===== src/rtl/clk_div_pkg.sv =====
`default_nettype none
// ============================================================================
// Module   : clk_div_pkg
// Purpose  : Shared FSM states, minimum divisor and divisor legality check.
//            Odd divisors are legal only when CLK_DIV_ODD_EN is defined.
// Revision : 1.0
// ============================================================================
package clk_div_pkg;

  typedef enum logic [1:0] {
    IDLE  = 2'd0,
    RUN   = 2'd1,
    DRAIN = 2'd2
  } state_t;

  localparam int unsigned MIN_DIV = 2;

  function automatic logic div_legal(input logic [31:0] d);
`ifdef CLK_DIV_ODD_EN
    return (d >= MIN_DIV);
`else
    return (d >= MIN_DIV) && !d[0];
`endif
  endfunction

endpackage
`default_nettype wire


===== src/rtl/clk_div_sched_if.sv =====
`default_nettype none
// ============================================================================
// Module   : clk_div_sched_if
// Purpose  : Run request, divisor handshake and divided-clock status bundle.
// Revision : 1.0
// ============================================================================
interface clk_div_sched_if #(
  parameter int W = 8
);
  logic         en;
  logic         cfg_valid;
  logic [W-1:0] cfg_div;
  logic         cfg_ready;
  logic         cfg_err;
  logic [W-1:0] cur_div;
  logic         running;
  logic         period_start;
  logic         clk_out;

  modport master (
    output en, cfg_valid, cfg_div,
    input  cfg_ready, cfg_err, cur_div, running, period_start, clk_out
  );

  modport slave (
    input  en, cfg_valid, cfg_div,
    output cfg_ready, cfg_err, cur_div, running, period_start, clk_out
  );
endinterface
`default_nettype wire


===== src/rtl/clk_div_core.sv =====
`default_nettype none
// ============================================================================
// Module   : clk_div_core
// Purpose  : Period counter and 50%-duty waveform; CLK_DIV_ODD_EN adds the
//            negedge flop that stretches odd-ratio high phases by half a cycle.
// Revision : 1.0
// ============================================================================
module clk_div_core #(
  parameter int W = 8
) (
  input  wire logic         clk,
  input  wire logic         rst_n,
  input  wire logic [W-1:0] div,
  input  wire logic         active,
  input  wire logic         go,
  output logic              boundary,
  output logic              clk_out
);
  logic [W-1:0] r_cnt;
  logic         r_pos_q;
  logic [W-1:0] w_cnt_inc;
  logic [W-1:0] w_half;

  assign w_half    = div >> 1;
  assign w_cnt_inc = r_cnt + W'(1);
  assign boundary  = active && (r_cnt == div - W'(1));

  // Entering RUN or wrapping both restart the period with the high phase.
  always_ff @(posedge clk or negedge rst_n) begin
    if (!rst_n) begin
      r_cnt   <= '0;
      r_pos_q <= 1'b0;
    end else if (!go) begin
      r_cnt   <= '0;
      r_pos_q <= 1'b0;
    end else if (!active || boundary) begin
      r_cnt   <= '0;
      r_pos_q <= 1'b1;
    end else begin
      r_cnt   <= w_cnt_inc;
      r_pos_q <= (w_cnt_inc < w_half);
    end
  end

`ifdef CLK_DIV_ODD_EN
  logic r_neg_q;

  always_ff @(negedge clk or negedge rst_n) begin
    if (!rst_n) r_neg_q <= 1'b0;
    else        r_neg_q <= r_pos_q;
  end

  assign clk_out = div[0] ? (r_pos_q | r_neg_q) : r_pos_q;
`else
  assign clk_out = r_pos_q;
`endif

endmodule
`default_nettype wire


===== src/rtl/clk_div_sched.sv =====
`default_nettype none
// ============================================================================
// Module   : clk_div_sched
// Purpose  : Run/stop FSM and divisor handshake around clk_div_core; divisor
//            changes land only on period boundaries. Odd ratios: CLK_DIV_ODD_EN.
// Revision : 1.0
// ============================================================================
module clk_div_sched
  import clk_div_pkg::*;
#(
  parameter int W       = 8,
  parameter int DEF_DIV = 4
) (
  input wire logic        clk,
  input wire logic        rst_n,
  clk_div_sched_if.slave  bus
);
  state_t       r_state;
  state_t       w_state_nxt;
  logic [W-1:0] r_cur_div;
  logic [W-1:0] r_pend_div;
  logic         r_pend_vld;
  logic         r_cfg_ready;
  logic         r_cfg_err;
  logic         r_running;
  logic         r_period_start;

  logic         w_active;
  logic         w_boundary;
  logic         w_accept;
  logic         w_legal;
  logic         w_apply;
  logic         w_go;
  logic         w_ps_nxt;

  assign w_active = (r_state == RUN);
  assign w_accept = bus.cfg_valid && r_cfg_ready;
  assign w_legal  = div_legal(32'(bus.cfg_div));
  // Outside RUN there is no period in flight, so a pending divisor lands at once.
  assign w_apply  = r_pend_vld && (!w_active || w_boundary);
  assign w_go     = (w_state_nxt == RUN);
  assign w_ps_nxt = w_go && (!w_active || w_boundary);

  always_ff @(posedge clk or negedge rst_n) begin
    if (!rst_n) r_state <= IDLE;
    else        r_state <= w_state_nxt;
  end

  always_comb begin
    w_state_nxt = r_state;
    case (r_state)
      IDLE:    if (bus.en) w_state_nxt = RUN;
      RUN:     if (w_boundary && !bus.en) w_state_nxt = DRAIN;
      DRAIN:   w_state_nxt = bus.en ? RUN : IDLE;
      default: w_state_nxt = IDLE;
    endcase
  end

  always_ff @(posedge clk or negedge rst_n) begin
    if (!rst_n) begin
      r_cur_div      <= W'(DEF_DIV);
      r_pend_div     <= '0;
      r_pend_vld     <= 1'b0;
      r_cfg_ready    <= 1'b1;
      r_cfg_err      <= 1'b0;
      r_running      <= 1'b0;
      r_period_start <= 1'b0;
    end else begin
      r_cfg_err      <= w_accept && !w_legal;
      r_running      <= (w_state_nxt != IDLE);
      r_period_start <= w_ps_nxt;
      // Accept needs ready (nothing pending) and apply needs pending: exclusive.
      if (w_apply) begin
        r_cur_div   <= r_pend_div;
        r_pend_vld  <= 1'b0;
        r_cfg_ready <= 1'b1;
      end else if (w_accept && w_legal) begin
        r_pend_div  <= bus.cfg_div;
        r_pend_vld  <= 1'b1;
        r_cfg_ready <= 1'b0;
      end
    end
  end

  clk_div_core #(
    .W (W)
  ) u_core (
    .clk      (clk),
    .rst_n    (rst_n),
    .div      (r_cur_div),
    .active   (w_active),
    .go       (w_go),
    .boundary (w_boundary),
    .clk_out  (bus.clk_out)
  );

  assign bus.cfg_ready    = r_cfg_ready;
  assign bus.cfg_err      = r_cfg_err;
  assign bus.cur_div      = r_cur_div;
  assign bus.running      = r_running;
  assign bus.period_start = r_period_start;

endmodule
`default_nettype wire

===== src/flat_wrapper.sv =====
// flat-port wrapper written by rule: the top's interface ports become plain ports
module clk_div_sched_flat import clk_div_pkg::*;
#(
  parameter int W       = 8,
  parameter int DEF_DIV = 4
)
  (clk, rst_n, bus_en, bus_cfg_valid, bus_cfg_div, bus_cfg_ready, bus_cfg_err, bus_cur_div, bus_running, bus_period_start, bus_clk_out);
  clk_div_sched_if #(.W(W)) bus_i ();
  input wire logic clk;
  input wire logic rst_n;
  input wire logic [$bits(bus_i.en)-1:0] bus_en;
  input wire logic [$bits(bus_i.cfg_valid)-1:0] bus_cfg_valid;
  input wire logic [$bits(bus_i.cfg_div)-1:0] bus_cfg_div;
  output wire logic [$bits(bus_i.cfg_ready)-1:0] bus_cfg_ready;
  output wire logic [$bits(bus_i.cfg_err)-1:0] bus_cfg_err;
  output wire logic [$bits(bus_i.cur_div)-1:0] bus_cur_div;
  output wire logic [$bits(bus_i.running)-1:0] bus_running;
  output wire logic [$bits(bus_i.period_start)-1:0] bus_period_start;
  output wire logic [$bits(bus_i.clk_out)-1:0] bus_clk_out;
  assign bus_i.en = bus_en;
  assign bus_i.cfg_valid = bus_cfg_valid;
  assign bus_i.cfg_div = bus_cfg_div;
  assign bus_cfg_ready = bus_i.cfg_ready;
  assign bus_cfg_err = bus_i.cfg_err;
  assign bus_cur_div = bus_i.cur_div;
  assign bus_running = bus_i.running;
  assign bus_period_start = bus_i.period_start;
  assign bus_clk_out = bus_i.clk_out;
  clk_div_sched #(.W(W), .DEF_DIV(DEF_DIV)) u_core (.clk(clk), .rst_n(rst_n), .bus(bus_i));
endmodule

===== config.mk =====
export PLATFORM = sky130hd
export DESIGN_NAME = clk_div_sched_flat
export DESIGN_NICKNAME = d
export VERILOG_FILES = /design/src/rtl/clk_div_pkg.sv /design/src/rtl/clk_div_sched_if.sv /design/src/rtl/clk_div_core.sv /design/src/rtl/clk_div_sched.sv /design/src/flat_wrapper.sv
export SDC_FILE = /design/constraint.sdc
export NUM_CORES = 1
export LEC_CHECK = 0
export CAP_MARGIN = 20
export CORE_MARGIN = 2
export CORE_UTILIZATION = 34
export DETAILED_ROUTE_END_ITERATION = 6
export GPL_ROUTABILITY_DRIVEN = 0
export PLACE_DENSITY = 0.52
export SETUP_SLACK_MARGIN = 0.4
export SLEW_MARGIN = 0
export SYNTH_ARGS = -nofsm -noshare
export SYNTH_HDL_FRONTEND = slang
export SYNTH_SLANG_ARGS = --single-unit

===== constraint.sdc =====
create_clock -name clk -period 3.32 [get_ports clk]
set_input_delay 0.332 -clock clk [delete_from_list [all_inputs] [get_ports clk]]
set_output_delay 0.332 -clock clk [all_outputs]
set_load 0.05 [all_outputs]

Yosys cells after proc, flatten, opt, wreduce, memory -nomap -nowiden --
Index checks and enable logic that the tools add are counted.
Word-level totals: input bits 12, logic and storage cells 48, register bits after elaboration 32
Operators by class: add/subtract/negate cells 2, equal/unequal tests 4, $lt $le $gt $ge 2, reduce and logical (&&, ||, !) cells 17, mux-type cells 12, bitwise operators 1
Operators by type and width (count):
- $mux W8 | 2
- $add A8 B1 Y8 const B | 1
- $eq A8 B8 Y1 | 1
- $ge A8 B2 Y1 const B | 1
- $logic_and A1 B1 Y1 | 8
- $lt A8 B7 Y1 | 1
- $sub A8 B1 Y8 const B | 1
- $mux W1 | 7
- $pmux W2 S3 | 1
- $eq A2 B1 Y1 const B | 2
- $logic_not A1 Y1 | 4
- $mux W2 | 2
- $reduce_bool A2 Y1 | 2
- $eq A2 B2 Y1 const B | 1
- $logic_not A2 Y1 | 1
- $reduce_and A2 Y1 | 1
- $logic_or A1 B1 Y1 | 1
- $not A1 Y1 | 1

Depth between registers and ports, before layout --
Gate-level depths: netlist (run 1).
word-level depth 8, mapped depth 9

Hierarchy --
Synthesis (run 1) repeated with hierarchy kept, for this count alone.
Unflattened totals: cells, all modules 162, area, all modules 1826.8 µm²
Modules (own cells, without submodules):
- clk_div_core | seq. area each 225.2 µm², instances 1, area each 927.1 µm², cells each 103
- clk_div_sched | seq. area each 578.1 µm², instances 1, area each 899.6 µm², cells each 59

Least setup slack after synthesis (run 1) --
OpenSTA, ideal clock, no wires.
path type register to register, start reg u_core.r_cur_div[1], in the netlist u_core.bus.cur_div[1], end reg u_core.r_cur_div[0], in the netlist u_core.bus.cur_div[0], data arrival time 2.506 ns, stages on the path, launching flop included 8, path buffers 1, library setup time 0.125 ns, data required time 3.195 ns, period minus slack after synthesis 2.631 ns, setup slack 0.689 ns, path through dfrtp_1 -> or3_1 -> buf_2 -> o31a_1 -> or4_4 -> a211oi_2 -> o21ai_4 -> mux2_4
On the way: cells in the longest elaborated chain, start to end 5
Ends and longest elaborated chain:
- start: declaration | RTL line clk_div_sched.sv:20 | logic [W-1:0] r_cur_div;
- start signal: assignment | RTL line clk_div_sched.sv:61 | r_cur_div <= W'(DEF_DIV);
- start signal: assignment | RTL line clk_div_sched.sv:74 | r_cur_div <= r_pend_div;
- $sub A8 B1 Y8 | RTL line clk_div_core.sv:26 | assign boundary = active && (r_cnt == div - W'(1));
- $eq A8 B8 Y1 | RTL line clk_div_core.sv:26
- $logic_and A1 B1 Y1 | RTL line clk_div_core.sv:26
- $logic_or A1 B1 Y1 | RTL line clk_div_sched.sv:40 | assign w_apply = r_pend_vld && (!w_active || w_boundary);
- $logic_and A1 B1 Y1 | RTL line clk_div_sched.sv:40
No other way between the ends. A chain may end at the register's enable or synchronous reset.

Worst setup path after layout (run 1) --
start reg u_core.r_cur_div[2], in the netlist u_core.bus.cur_div[2], end reg u_core.r_pend_vld
On the way: cells in the longest elaborated chain, start to end 6
Ends and longest elaborated chain:
- $sub A8 B1 Y8 * | RTL line clk_div_core.sv:26
- $eq A8 B8 Y1 * | RTL line clk_div_core.sv:26
- $logic_and A1 B1 Y1 * | RTL line clk_div_core.sv:26
- $logic_or A1 B1 Y1 * | RTL line clk_div_sched.sv:40
- $logic_and A1 B1 Y1 * | RTL line clk_div_sched.sv:40
- $mux W1 / $reduce_bool A2 Y1 (equally long branches)
- end signal: assignment | RTL line clk_div_sched.sv:63 | r_pend_vld <= 1'b0;
- end signal: assignment | RTL line clk_div_sched.sv:75 | r_pend_vld <= 1'b0;
- end signal: assignment | RTL line clk_div_sched.sv:79 | r_pend_vld <= 1'b1;
- end: declaration | RTL line clk_div_sched.sv:22 | logic r_pend_vld;
Every way passes the cells marked *; elsewhere a longest branch is shown, timed or not.

==> results of run 1 <==
==> flip-flops by register name, indices dropped and copies added, names as in the netlist <==
register / flops
u_core.bus.running: 1
u_core.bus.period_start: 1
u_core.r_state: 2
u_core.bus.cfg_err: 1
u_core.r_pend_vld: 1
u_core.r_pend_div: 8
u_core.u_core.clk_out: 1
u_core.bus.cur_div: 8
u_core.bus.cfg_ready: 1
u_core.u_core.r_cnt: 8
==> power groups by stage <==
stage	clock network [mW]	logic (mW)	registers, mW
after floorplan	0	0.622	0.878
after global placement	0	1.05	0.722
after detailed placement	0	1.07	0.724
after CTS	0.320	1.08	0.721
after global routing	0.332	1.18	0.750
final	0.309	1.06	0.717
==> final timing paths <==
kind	from	endpoint	slack (ps)	cells after the start
worst max-delay path	u_core.bus.cur_div[2]	u_core.r_pend_vld	740	6
worst min-delay path	rst_n	u_core.u_core.r_cnt[2]	440	2
worst max register to register	u_core.bus.cur_div[2]	u_core.r_pend_vld	740	6
worst min register to register	u_core.bus.cfg_ready	u_core.bus.cfg_ready	480	2
max in group asynchronous	rst_n	u_core.bus.cur_div[2]	2520	2
min in group clk	u_core.bus.cfg_ready	u_core.bus.cfg_ready	480	2
==> logic make-up (layout without fill, tap and decap cells) <==
kind of cell             count (synthesis)  count (layout)  synth area share
AND/OR/NAND/NOR                         47              47             0.149
flip-flops                              32              32             0.466
AO/OA/AOI/OAI                           22              22             0.105
multiplexers                            16              16             0.121
XOR/XNOR                                14              14            0.0711
buffers and inverters                   13              43            0.0298
adder cells (fa/ha/maj)                  8               8            0.0581
==> timing repair <==
| item | in CTS | in global routing |
|---|---|---|
| resized for setup | 0 | 1 |
| hold buffers | 0 | 0 |
| endpoints found under the setup margin | 0 | 7 |
==> cell type report <==
| type | count | area [sq um] | area share |
|---|---|---|---|
| multi-input cells | 107 | 877 | 0.410 |
| flip-flops and latches | 32 | 803 | 0.375 |
| repair buffers | 25 | 248 | 0.116 |
| clock buffers | 8 | 90.1 | 0.0421 |
| well taps | 67 | 83.8 | 0.0392 |
| inverters | 10 | 37.5 | 0.0175 |
==> synth_stat cells (3+ instances only) <==
cell type,count
nand3_1,6
nand2_1,7
ha_1,8
mux2_4,8
inv_1,10
mux2_2,7
xor2_1,4
a21oi_1,3
nand2b_1,6
xnor2_1,10
nor2b_1,5
dfrtp_1,30
nor2_1,10
==> worst max-delay path: stages (launching register included) <==
cell      delay, ps
dfstp_2         400
or3_1           470
o31a_1          300
or4_4           450
a211o_2         350
nand2b_1        330
mux2i_1         140
==> stage by stage <==
step                       util  power (mW)
final                     0.444        2.09
after global routing      0.444        2.26
after CTS                 0.443        2.12
after detailed placement  0.424        1.80
after global placement    0.424        1.77
after floorplan               -        1.50
==> metal layers <==
metal | global-route usage | up-vias | wire length (microns)
li1 | - | 593 | -
met1 | 0.186 | 580 | 1590
met2 | 0.257 | 22 | 1730
met3 | 0.0415 | 5 | 150
met4 | 0.0468 | 0 | 42
met5 | 0 | - | 0
==> metrics.md, run 1 <==
| Metric | Value |
|---|---|
| Outcome | finished clean |
| Via count | 1200 |
| Clock power share | 0.148 |
| Max Clock Freq | slightly below 400 MHz |
| Clk buf depth | 2 |
| Area contributors post-synth | dfrtp_1, mux2_4, ha_1 |
| DR DRC count | 0 |
| Clk Latency, worst-skew pair | between 200 and 300 ps |
| Grt ovf | 0 |
| Port Buffers | 24 |
| Top FF cell, synth | dfrtp_1 |
| DP Worst Slack | ~350 ps |
| Clock sink count | 32 |
| Fin cells | 249 |
| First-pass GRT wire length | 6.31 mm |
| Syn_nets | between 150 and 200 |
| Initial Utilization | 0.358 |
| Data required, critical path | ~3500 ps |
| Clock Skews | 7.79 ps |
| Synth top area share | 0.435 |
| Proportion of layout cells with a drive suffix above 1 | 0.170 |
| Synth Cell Area | about 0.0017 sq mm |
| Post-DP HPWL | roughly 2.6 mm |
| Die Height | 75.2 microns |
| DR iter-0 viols | 32 |
| NetSw | ~880 uW |
| Post-synth top area cell | dfrtp_1 |
| Via/cell ratio | 4.82 |
| Max IR drop VDD | ~0.42 mV |
| CTS tree | built |
| Worst-path clk slew | 70 ps |
| Crit path capture type | flop |
| DP Cell Count | roughly 240 |
| Final Hold Fails | 0 |
| Most frequent cells in the layout | dfrtp_1, clkdlybuf4s50_1, xnor2_1, inv_1, nor2_1 |
| Sequential fraction of the synthesis area | 0.466 |
| Crit share post-route | 0.778 |
| Sw frac | 0.424 |
| Relative slew slack | 0.658 |
| Placed cell area | about 0.002 sq mm |
| CTS H-Tree Depth | 2 |
| Root buf cell | clkbuf_8 |
| #FFs+latches synth | 32 |
| PD cells | between 900 and 1000 mW/mm^2 |
| Hold Crit Class | in -> async |
| Min Hold Slack | between 400 and 500 ps |
| Synthesis-to-layout area growth | 24.1% |
| Reg power frac | 0.344 |
| Largest net degree at the start of global routing | 33 |
| Syn Inst Count | ~150 |
| Setup WS post-layout | 737 ps |
| Setup violations, final | 0 |
| Final net count | between 200 and 250 |
| ANT cells | 0 |
| Final WL | 3.51 mm |
| Antenna viol nets, final | 0 |
| Overall die width | between 70 and 80 microns |
| Number of fill cells in the layout | 489 |
| Kind of critical path | reg -> reg |
| Final min period | ~2600 ps |
| Netlist cell types | 44 |
| Most common library cell in the layout ignoring fill and taps | dfrtp_1 |
| RSZ-0062 raised after global routing | no |
| Setup TNS Final | 0 ps |
| Slew at the pin closest to its max-slew limit | roughly 510 ps |
| Initial antenna violation count | 0 |
| Die area | approximately 0.0057 sq mm |
| Synth async-reset ratio | 1.00 |
| DR pass1 iterations | 4 |
| GRT Overall Usage | 0.151 |
| Synth Warn # | 0 |
| Post-CTS setup buffer count | 0 |
| Critical path fanouts, max | 10 |
| EDFF count, synth | 0 |
| Vias in the first global route | about 1300 |
| Max_cap viols | 0 |
| Startpoint Class | flop |
| Power Internal | ~1.2 mW |
| Final Cell Area | 0.00214 sq mm |
| Core footprint | around 0.0048 sq mm |
| Leakage power figure | about 0.96 nW |
| Syn avg cell area | approximately 11 sq um |
| Std-Cell Rows | 25 |
| Critical Path AT | approximately 2700 ps |
| IO Count | 25 |
| Max-slew violations | 0 |
| DR WL/cell | ~14 microns |
| Gate power share | 0.508 |
| TritonCTS buffer count | 5 |
No activity file was read; power rests on OpenSTA's default activity.
==> run 2, diff against run 1 <==
==> constraint.sdc (replaced) <==
create_clock -name clk -period 2.5 [get_ports clk]
set_input_delay 0.25 -clock clk [delete_from_list [all_inputs] [get_ports clk]]
set_output_delay 0.25 -clock clk [all_outputs]
set_load 0.05 [all_outputs]
==> run 2 against run 1 <==
Fmax is 5.4% higher; highest routed layer unchanged; core utilization is 6.1 points higher; final cell count is 7.2% higher; global-route usage is 0.33 points higher; sequential share of layout area is 4.4 points lower; first-iteration DRC count is 88% higher; register-to-register slack worse by 690 ps; worst hold slack worse by 70 ps; non-clock buffer count is 18 higher; critical path depth is 2 higher; clock skew is 3.2 ps lower.
==> metrics.md, run 2 (same netlist as run 1, synthesis figures left out) <==
| Metric | Value |
|---|---|
| Max_cap viols | 0 (unchanged) |
| Final Cell Area | 0.00243 sq mm (was 0.00214 sq mm) |
| NetSw | 1.37 mW (was 884 uW) |
| Kind of critical path | reg -> reg (unchanged) |
| Clock Skews | 4.61 ps (was 7.79 ps) |
| Crit share post-route | 0.980 (was 0.778) |
| Proportion of layout cells with a drive suffix above 1 | 0.320 (was 0.170) |
| Core footprint | 0.00482 sq mm (unchanged) |
| DR iter-0 viols | 60 (was 32) |
| Critical Path AT | 2620 ps (was 2720 ps) |
| Max-slew violations | 0 (unchanged) |
| Number of fill cells in the layout | 457 (was 489) |
| TritonCTS buffer count | 5 (unchanged) |
| RSZ-0062 raised after global routing | yes (was no) |
| Sw frac | 0.419 (was 0.424) |
| DP Cell Count | 252 (was 241) |
| Largest net degree at the start of global routing | 33 (unchanged) |
| Relative slew slack | 0.661 (was 0.658) |
| Overall die width | 75.2 microns (unchanged) |
| DP Worst Slack | -88.6 ps (was 351 ps) |
| Post-DP HPWL | 2.73 mm (was 2.64 mm) |
| Vias in the first global route | 1353 (was 1311) |
| PD cells | 1340 mW/mm^2 (was 975 mW/mm^2) |
| Port Buffers | 24 (unchanged) |
| Critical path's slowest cell | or4_4 (was or3_1) |
| Crit path capture type | flop (unchanged) |
| Fin cells | 267 (was 249) |
| Max Clock Freq | 408 MHz (was 387 MHz) |
| Max IR drop VDD | 0.681 mV (was 0.419 mV) |
| Final Hold Fails | 0 (unchanged) |
| CP cell instances | or3_4 > o31a_1 > or4_4 > buf_4 > a211o_4 > nand2b_4 > buf_6 > nor2_1 (was or3_1 > o31a_1 > or4_4 > a211o_2 > nand2b_1 > mux2i_1) |
| ANT cells | 0 (unchanged) |
| Clock sink count | 32 (unchanged) |
| First-pass GRT wire length | 6.42 mm (was 6.31 mm) |
| Power Internal | 1.90 mW (was 1.20 mW) |
| Antenna viol nets, final | 0 (unchanged) |
| Final min period | 2450 ps (was 2580 ps) |
| Die area | 0.00566 sq mm (unchanged) |
| Initial antenna violation count | 0 (unchanged) |
| GRT Overall Usage | 0.154 (was 0.151) |
| Clock power share | 0.135 (was 0.148) |
| Std-Cell Rows | 25 (unchanged) |
| Root buf cell | clkbuf_8 (unchanged) |
| CTS tree | built (unchanged) |
| Clk Latency, worst-skew pair | 280 ps (about the same) |
| Data required, critical path | 2670 ps (was 3460 ps) |
| Max stage delay on crit path | 460 ps (was 470 ps) |
| Post-CTS Hold Fix Bufs | 0 (unchanged) |
| Worst-path clk slew | 70 ps (about the same) |
| R2R setup slack | 50 ps (was 740 ps) |
| Synthesis-to-layout area growth | 41.1% (was 24.1%) |
| Slew at the pin closest to its max-slew limit | 507 ps (was 512 ps) |
| Initial Utilization | 0.358 (unchanged) |
| Outcome | finished clean (unchanged) |
| Startpoint Class | flop (unchanged) |
| IO Count | 25 (unchanged) |
| Hold Crit Class | in -> async (unchanged) |
| Die Height | 75.2 microns (unchanged) |
| Reg power frac | 0.278 (was 0.344) |
| Via/cell ratio | 4.89 (was 4.82) |
| Grt ovf | 0 (unchanged) |
| DR DRC count | 0 (unchanged) |
| Worst Path Buf+Inv | 2 (was 0) |
| Final WL | 3.83 mm (was 3.51 mm) |
| CTS H-Tree Depth | 2 (unchanged) |
| Most frequent cells in the layout | dfrtp_1, clkdlybuf4s50_1, buf_4 (was dfrtp_1, clkdlybuf4s50_1, xnor2_1, inv_1, nor2_1) |
| Leakage power figure | 1.08 nW (was 0.955 nW) |
| Gate power share | 0.586 (was 0.508) |
| Clk buf depth | 2 (unchanged) |
| Setup violations, final | 0 (unchanged) |
| Setup WS post-layout | 49.1 ps (was 737 ps) |
| Final net count | 219 (was 201) |
| DR pass1 iterations | 4 (unchanged) |
| Via count | 1305 (was 1200) |
| DR WL/cell | 14.3 microns (was 14.1 microns) |
| CP top delay family | simple AND/OR/NAND/NOR gates (unchanged) |
| Critical path fanouts, max | 8 (was 10) |
| Placed cell area | 0.00214 sq mm (was 0.00204 sq mm) |
| Most common library cell in the layout ignoring fill and taps | dfrtp_1 (unchanged) |
==> run 2: final timing paths <==
| check | from | to | cells after the start |
|---|---|---|---|
| worst max-delay path | u_core.bus.cur_div[0] | u_core.u_core.r_cnt[7] | 8 |
| worst min register to register | u_core.bus.cfg_ready | u_core.bus.cfg_ready | 2 |
| worst min-delay path | rst_n | u_core.u_core.r_cnt[0] | 2 |
| max in group asynchronous | rst_n | u_core.bus.cur_div[2] | 2 |
| min in group clk | u_core.bus.cfg_ready | u_core.bus.cfg_ready | 2 |
| worst max register to register | u_core.bus.cur_div[0] | u_core.u_core.r_cnt[7] | 8 |
==> run 2: cell type report <==
type	count	area, sq um	area share
Inverter	10	37.5	0.0154
Timing Repair Buffer	43	399	0.164
Clock buffer	8	100	0.0412
Sequential cell	32	806	0.331
Multi-Input combinational cell	107	1010	0.414
Tap cell	67	83.8	0.0345
==> run 2: power by group through the flow <==
stage,combinational [mW],clock [mW],sequential [mW]
detailed placement,1.60,0,0.919
global route,2.09,0.476,0.938
global placement,1.57,0,0.906
finish,1.92,0.442,0.910
CTS,1.71,0.453,0.908
floorplan,0.833,0,1.17
==> run 2: repair_timing <==
| action | 4_1_cts | 5_1_grt |
|---|---|---|
| buffers inserted | 2 | 5 |
| pin swaps | 3 | 4 |
| hold endpoints to repair | 0 | 0 |
| endpoints found under the setup margin | 29 | 30 |
| resized for setup | 9 | 14 |
==> run 2: layer usage <==
metal / up-vias / track usage / share of wire
li1: 628 / - / -
met1: 647 / 0.199 / 0.43
met2: 26 / 0.252 / 0.51
met3: 4 / 0.0442 / 0.049
met4: 0 / 0.0468 / 0.010
met5: - / 0 / 0
==> run 2: stage by stage <==
| step | utilization | hold WS, ps | TNS [ps] | power, mW |
|---|---|---|---|---|
| after CTS | 0.480 | 393 | 0 | 3.07 |
| final | 0.505 | 372 | 0 | 3.27 |
| after global routing | 0.505 | 403 | -4.99 | 3.50 |
| after detailed placement | 0.445 | 477 | -560 | 2.52 |
| after global placement | 0.445 | 489 | -308 | 2.47 |
| after floorplan | - | -45.6 | -246 | 2.00 |
==> run 3, diff against run 2 <==
--- a/config.mk
+++ b/config.mk
@@ -5,7 +5,7 @@
 export SDC_FILE = /design/constraint.sdc
 export NUM_CORES = 1
 export LEC_CHECK = 0
-export CAP_MARGIN = 20
+export CAP_MARGIN = 40
 export CORE_MARGIN = 2
 export CORE_UTILIZATION = 34
 export DETAILED_ROUTE_END_ITERATION = 6
==> constraint.sdc (replaced) <==
create_clock -name clk -period 2.4 [get_ports clk]
set_input_delay 0.24 -clock clk [delete_from_list [all_inputs] [get_ports clk]]
set_output_delay 0.24 -clock clk [all_outputs]
set_load 0.05 [all_outputs]
==> run 3 against run 2 <==
The run now ends with setup timing left; clock-buffer cell count down 2; final area down 1.7%; fmax up 0.66%; largest power group unchanged; highest routed layer unchanged.
==> metrics.md, run 3 (same netlist as run 1, synthesis figures left out) <==
| Metric | Value |
|---|---|
| CTS H-Tree Depth | 2 (unchanged) |
| DR DRC count | 0 (unchanged) |
| Max IR drop VDD | 0.630 mV (was 0.681 mV) |
| Via count | 1285 (was 1305) |
| Final WL | 3.76 mm (was 3.83 mm) |
| Proportion of layout cells with a drive suffix above 1 | 0.323 (was 0.320) |
| Failing checks | setup timing |
| Highest Signal Layer | met4 (unchanged) |
| Gate power share | 0.572 (was 0.586) |
| Max-slew violations | 0 (unchanged) |
| Post-Route M1 WL | 1.72 mm (was 1.66 mm) |
| Die Height | 75.2 microns (unchanged) |
| Std-Cell Rows | 25 (unchanged) |
| Crit path capture type | flop (unchanged) |
| Setup violations, final | 7 (was 0) |
| DR pass1 iterations | 2 (was 4) |
| Most frequent cells in the layout | dfrtp_1, clkdlybuf4s50_1, buf_4 (unchanged) |
| NetSw | 1.35 mW (was 1.37 mW) |
| Root buf cell | clkbuf_8 (unchanged) |
| TritonCTS buffer count | 5 (unchanged) |
| Worst-path clk slew | 70 ps (about the same) |
| DR WL/cell | 14.0 microns (was 14.3 microns) |
| Power Internal | 1.89 mW (was 1.90 mW) |
| Met3 wire len | 132 microns (was 188 microns) |
| RSZ-0062 raised after global routing | yes (unchanged) |
| First-pass GRT wire length | 6.04 mm (was 6.42 mm) |
| DP Worst Slack | -163 ps (was -88.6 ps) |
| Via/cell ratio | 4.79 (was 4.89) |
| Most common library cell in the layout ignoring fill and taps | dfrtp_1 (unchanged) |
| Antenna viol nets, final | 0 (unchanged) |
| Vias in the first global route | 1270 (was 1353) |
| Fin cells | 268 (was 267) |
| Kind of critical path | reg -> reg (unchanged) |
| Initial Utilization | 0.358 (unchanged) |
| Outcome | finished, violations left (was finished clean) |
| Sw frac | 0.417 (was 0.419) |
| Clock Skews | 9.39 ps (was 4.61 ps) |
| Final min period | 2430 ps (was 2450 ps) |
| Reg power frac | 0.292 (was 0.278) |
| Clk Latency, worst-skew pair | 290 ps (was 280 ps) |
| Startpoint Class | flop (unchanged) |
| Reg2reg start | u_core.bus.cur_div[1] (was u_core.bus.cur_div[0]) |
| Critical Path AT | 2610 ps (was 2620 ps) |
| PD cells | 1360 mW/mm^2 (was 1340 mW/mm^2) |
| IO Count | 25 (unchanged) |
| Grt ovf | 0 (unchanged) |
| Max_cap viols | 0 (unchanged) |
| Relative slew slack | 0.661 (about the same) |
| DR iter-0 viols | 31 (was 60) |
| Leakage power figure | 1.08 nW (about the same) |
| Final Hold Fails | 0 (unchanged) |
| Setup TNS Final | -226 ps (was 0 ps) |
| R2R Path End | u_core.bus.cur_div[1] (was u_core.u_core.r_cnt[7]) |
| Initial antenna violation count | 0 (unchanged) |
| Port Buffers | 24 (unchanged) |
| DP Cell Count | 257 (was 252) |
| Slew at the pin closest to its max-slew limit | 507 ps (about the same) |
| Post-DP HPWL | 2.75 mm (was 2.73 mm) |
| Critical path fanouts, max | 7 (was 8) |
| Crit share post-route | 1.01 (was 0.980) |
| Post-CTS Hold Fix Bufs | 0 (unchanged) |
| Clock sink count | 32 (unchanged) |
| Max Clock Freq | 411 MHz (was 408 MHz) |
| Largest net degree at the start of global routing | 33 (unchanged) |
| Die area | 0.00566 sq mm (unchanged) |
| Final Cell Area | 0.00239 sq mm (was 0.00243 sq mm) |
| Final net count | 220 (was 219) |
| Hold Crit Class | in -> async (unchanged) |
| Setup WS post-layout | -34.8 ps (was 49.1 ps) |
| Clock power share | 0.136 (was 0.135) |
| Clk buf depth | 2 (unchanged) |
| CTS tree | built (unchanged) |
| Core footprint | 0.00482 sq mm (unchanged) |
| Detail Route met2 WL | 1.84 mm (was 1.94 mm) |
| Overall die width | 75.2 microns (unchanged) |
| Synthesis-to-layout area growth | 38.6% (was 41.1%) |
| GRT Overall Usage | 0.146 (was 0.154) |
| Data required, critical path | 2570 ps (was 2670 ps) |
| R2R setup slack | -30 ps (was 50 ps) |
| Placed cell area | 0.00217 sq mm (was 0.00214 sq mm) |
| ANT cells | 0 (unchanged) |
| Reg2Reg Depth | 7 (was 8) |
-- run 3: cell count changes in the layout (fill, tap and decap cells not counted), sizes merged --
cell / change
clkinvlp: +2
buf: +1
dlygate4sd2: +1
clkdlybuf4s50: -1
clkbuf: -2
-- run 3: worst max-delay path, stage by stage, from the launching register on --
cell      delay, ps
dfrtp_2         400
or3_4           370
o31a_1          280
or4_4           460
a211oi_2        280
o21ai_4          90
buf_12          150
mux2_4          290
-- run 3: timing repair --
| action | 4_1_cts | 5_1_grt |
|---|---|---|
| pin swaps | 0 | 3 |
| gates resized for setup | 14 | 7 |
| setup endpoints to repair | 30 | 30 |
| buffers inserted | 2 | 1 |
-- run 3: through the flow --
step           hold slack [ps]   util  total power, mW
2_1_floorplan            -55.6      -             2.08
3_3_place_gp               471  0.450             2.58
3_5_place_dp               476  0.450             2.63
4_1_cts                    367  0.487             3.19
5_1_grt                    393  0.496             3.47
6_report                   353  0.496             3.25
-- run 3: area by class of cell --
cell class | count | area [sq um]
Inverter | 10 | 37.5
Fill cell | 446 | 2430
Timing Repair Buffer | 44 | 405
Tap cell | 67 | 83.8
Clock inverter | 2 | 15.0
Sequential cell | 32 | 806
Clock buffer | 6 | 82.6
Multi-Input combinational cell | 107 | 960
-- run 3: metal layers --
metal  GRT usage  up-vias
met3      0.0442        6
met5           0        -
li1            -      631
met2       0.228       23
met4      0.0526        0
met1       0.193      625
-- run 3: power groups by stage --
stage | registers [mW] | clock network (mW) | logic (mW)
finish | 0.947 | 0.442 | 1.86
global route | 0.977 | 0.483 | 2.01
CTS | 0.947 | 0.455 | 1.79
detailed placement | 0.953 | 0 | 1.68
global placement | 0.944 | 0 | 1.64
floorplan | 1.22 | 0 | 0.867
-- run 3: how the worst max path moves through the flow --
stage | start | slack (ps) | end | cells past startpoint
after floorplan | u_core.bus.cur_div[1] | -140 | u_core.bus.cur_div[0] | 7
after global placement | bus_cfg_div[5] | -100 | u_core.r_pend_div[3] | 8
after CTS | u_core.bus.cur_div[1] | -5 | u_core.bus.cur_div[1] | 7
after detailed placement | bus_cfg_div[5] | -160 | u_core.r_pend_div[1] | 8
after global routing | u_core.bus.cur_div[1] | -90 | u_core.bus.cur_div[0] | 11
final | u_core.bus.cur_div[1] | -30 | u_core.bus.cur_div[1] | 7
==> patch: new RTL, flow settings as in run 3 <==
`W` is set to 8 in 4 places; all go to 6.
--- a/src/rtl/clk_div_sched_if.sv
+++ b/src/rtl/clk_div_sched_if.sv
@@ -7,3 +7,3 @@
 interface clk_div_sched_if #(
-  parameter int W = 8
+  parameter int W = 6
 );
--- a/src/rtl/clk_div_core.sv
+++ b/src/rtl/clk_div_core.sv
@@ -8,3 +8,3 @@
 module clk_div_core #(
-  parameter int W = 8
+  parameter int W = 6
 ) (
--- a/src/rtl/clk_div_sched.sv
+++ b/src/rtl/clk_div_sched.sv
@@ -10,3 +10,3 @@
 #(
-  parameter int W       = 8,
+  parameter int W       = 6,
   parameter int DEF_DIV = 4
--- a/src/flat_wrapper.sv
+++ b/src/flat_wrapper.sv
@@ -3,3 +3,3 @@
 #(
-  parameter int W       = 8,
+  parameter int W       = 6,
   parameter int DEF_DIV = 4
Interface: changed (resized bus_cfg_div and bus_cur_div); port bits go from 25 to 21. No check against the original RTL was run, so the function may have changed too.
==> patch against run 3 <==
Sequential cell count fell by 6; non-clock buffer count fell by 13; via count decreased by 23%; total power decreased by 40%; wire length shrank 28%; largest cell class unchanged; cell area decreased by 23%; worst setup slack gained 0.21 ns; synthesized area down 20%; critical endpoint is now u_core.r_pend_div[5]; global-route usage down 0.78 points.
==> patch: results (changes against run 3) <==
| Metric | Value |
|---|---|
| Status | finished, final reports clean |
| Port Buf Inserts | 20 (-17%) |
| Leakage | 0.841 nW (-22%) |
| XOR/XNOR share of the synthesized area | 7.01% (-0.11 points) |
| Comb power frac | 51.9% (-5.3 points) |
| Post-DP HPWL | 1.95 mm (-29%) |
| Int Power | 1.17 mW (-38%) |
| Setup WS pre-CTS | 0.157 ns (+0.320 ns) |
| Comb_multi_in | 80 (-25%) |
| Routed wl met2 | 1.39 mm (-24%) |
| Dpl cell area | 0.00168 mm^2 (-23%) |
| Largest net degree at the start of global routing | 27 (-18%) |
| Wl on met1 | 1.20 mm (-30%) |
| Slowest stage delay, CP | 0.55 ns (+0.09 ns) |
| Clk pwr share | 13.1% (-0.5 points) |
| Synth cell types | 40 (-9.1%) |
| Net Sw Frac | 39.7% (-2.0 points) |
| # nets final | 167 (-24%) |
| Clk sink count | 26 (-19%) |
| Area fraction in compound gates after synthesis | 10.8% (+0.38 points) |
| Crit path DAT | 2.38 ns (-0.23 ns) |
| Mean Syn Cell Area | 11.8 um^2 (+3.6%) |
| Post-synthesis mux area share | 10.6% (-1.5 points) |
| DR vias/cell | 4.95 (+3.1%) |
| Clock buffer cells | 4 (-2) |
| Vias in the first global route | 1028 (-19%) |
| Share of cells above drive strength 1 | 31.3% (-1.0 points) |
| Area growth, synth to finish | 34.7% |
| Synth top cells by count | dfrtp_1 (24), inv_1 (9), nor2_1 (7) |
| Count of non-CTS buffers in the layout | 31 (-30%) |
| Layout clock area frac | 2.43% (-1.7 points) |
| Inverters excl. clock | 9 (-1) |
| Post-CTS Setup Inserts | 9 (+7) |
| Buffering overhead | 16.7% (-0.27 points) |
| Mapped Area | 0.00138 mm^2 (-20%) |
| CTS buffer count | 3 (-2) |
| Post-Synth Adder-Cell Area | 5.46% (-0.35 points) |
| Met3 global-route usage | 2.00% (-2.4 points) |
| H-Tree Depth | 1 (-1) |
| Reg clk slew, reported paths | 0.09 ns (+0.02 ns) |
| Fill count | 355 (-20%) |
| Iteration-0 DRC Markers | 28 (-9.7%) |
| Worst slew pin tran | 0.504 ns (-0.00289 ns) |
| Post-CTS resize count | 8 (-6) |
| Met2 Usage GRT | 23.5% (+0.72 points) |
| Worst-path maximum fanout | 6 (-1) |
| Tot GR Track Use | 13.8% (-0.78 points) |
| Sequential cell area | 658 um^2 (-18%) |
| Area contributors post-synth | dfrtp_1 (44%), mux2_4 (6.6%), ha_1 (5.5%) |
| Peak VDD IR | 334 uV (-47%) |
-- patch: cell types whose count changed after synthesis, sizes merged, moves of 3 or more --
cell | before | now
nor3 | 1 | 4
nand2b | 6 | 1
nor2 | 10 | 7
nand3 | 6 | 3
xnor2 | 10 | 6
mux2 | 15 | 11
dfrtp | 30 | 24
-- patch: final timing paths --
path / startpoint / end / slack, ns / depth (start not counted)
hold / removal: rst_n / u_core.u_core.r_cnt[2] / 0.34 / 2
setup reg to reg: u_core.bus.cur_div[1] / u_core.r_pend_div[5] / 0.18 / 6
max in group asynchronous: rst_n / u_core.bus.cfg_ready / 1.75 / 2
min in group clk: u_core.r_state[1] / u_core.bus.period_start / 0.50 / 1
setup / recovery: u_core.bus.cur_div[1] / u_core.r_pend_div[5] / 0.18 / 6
hold reg to reg: u_core.r_state[1] / u_core.bus.period_start / 0.50 / 1
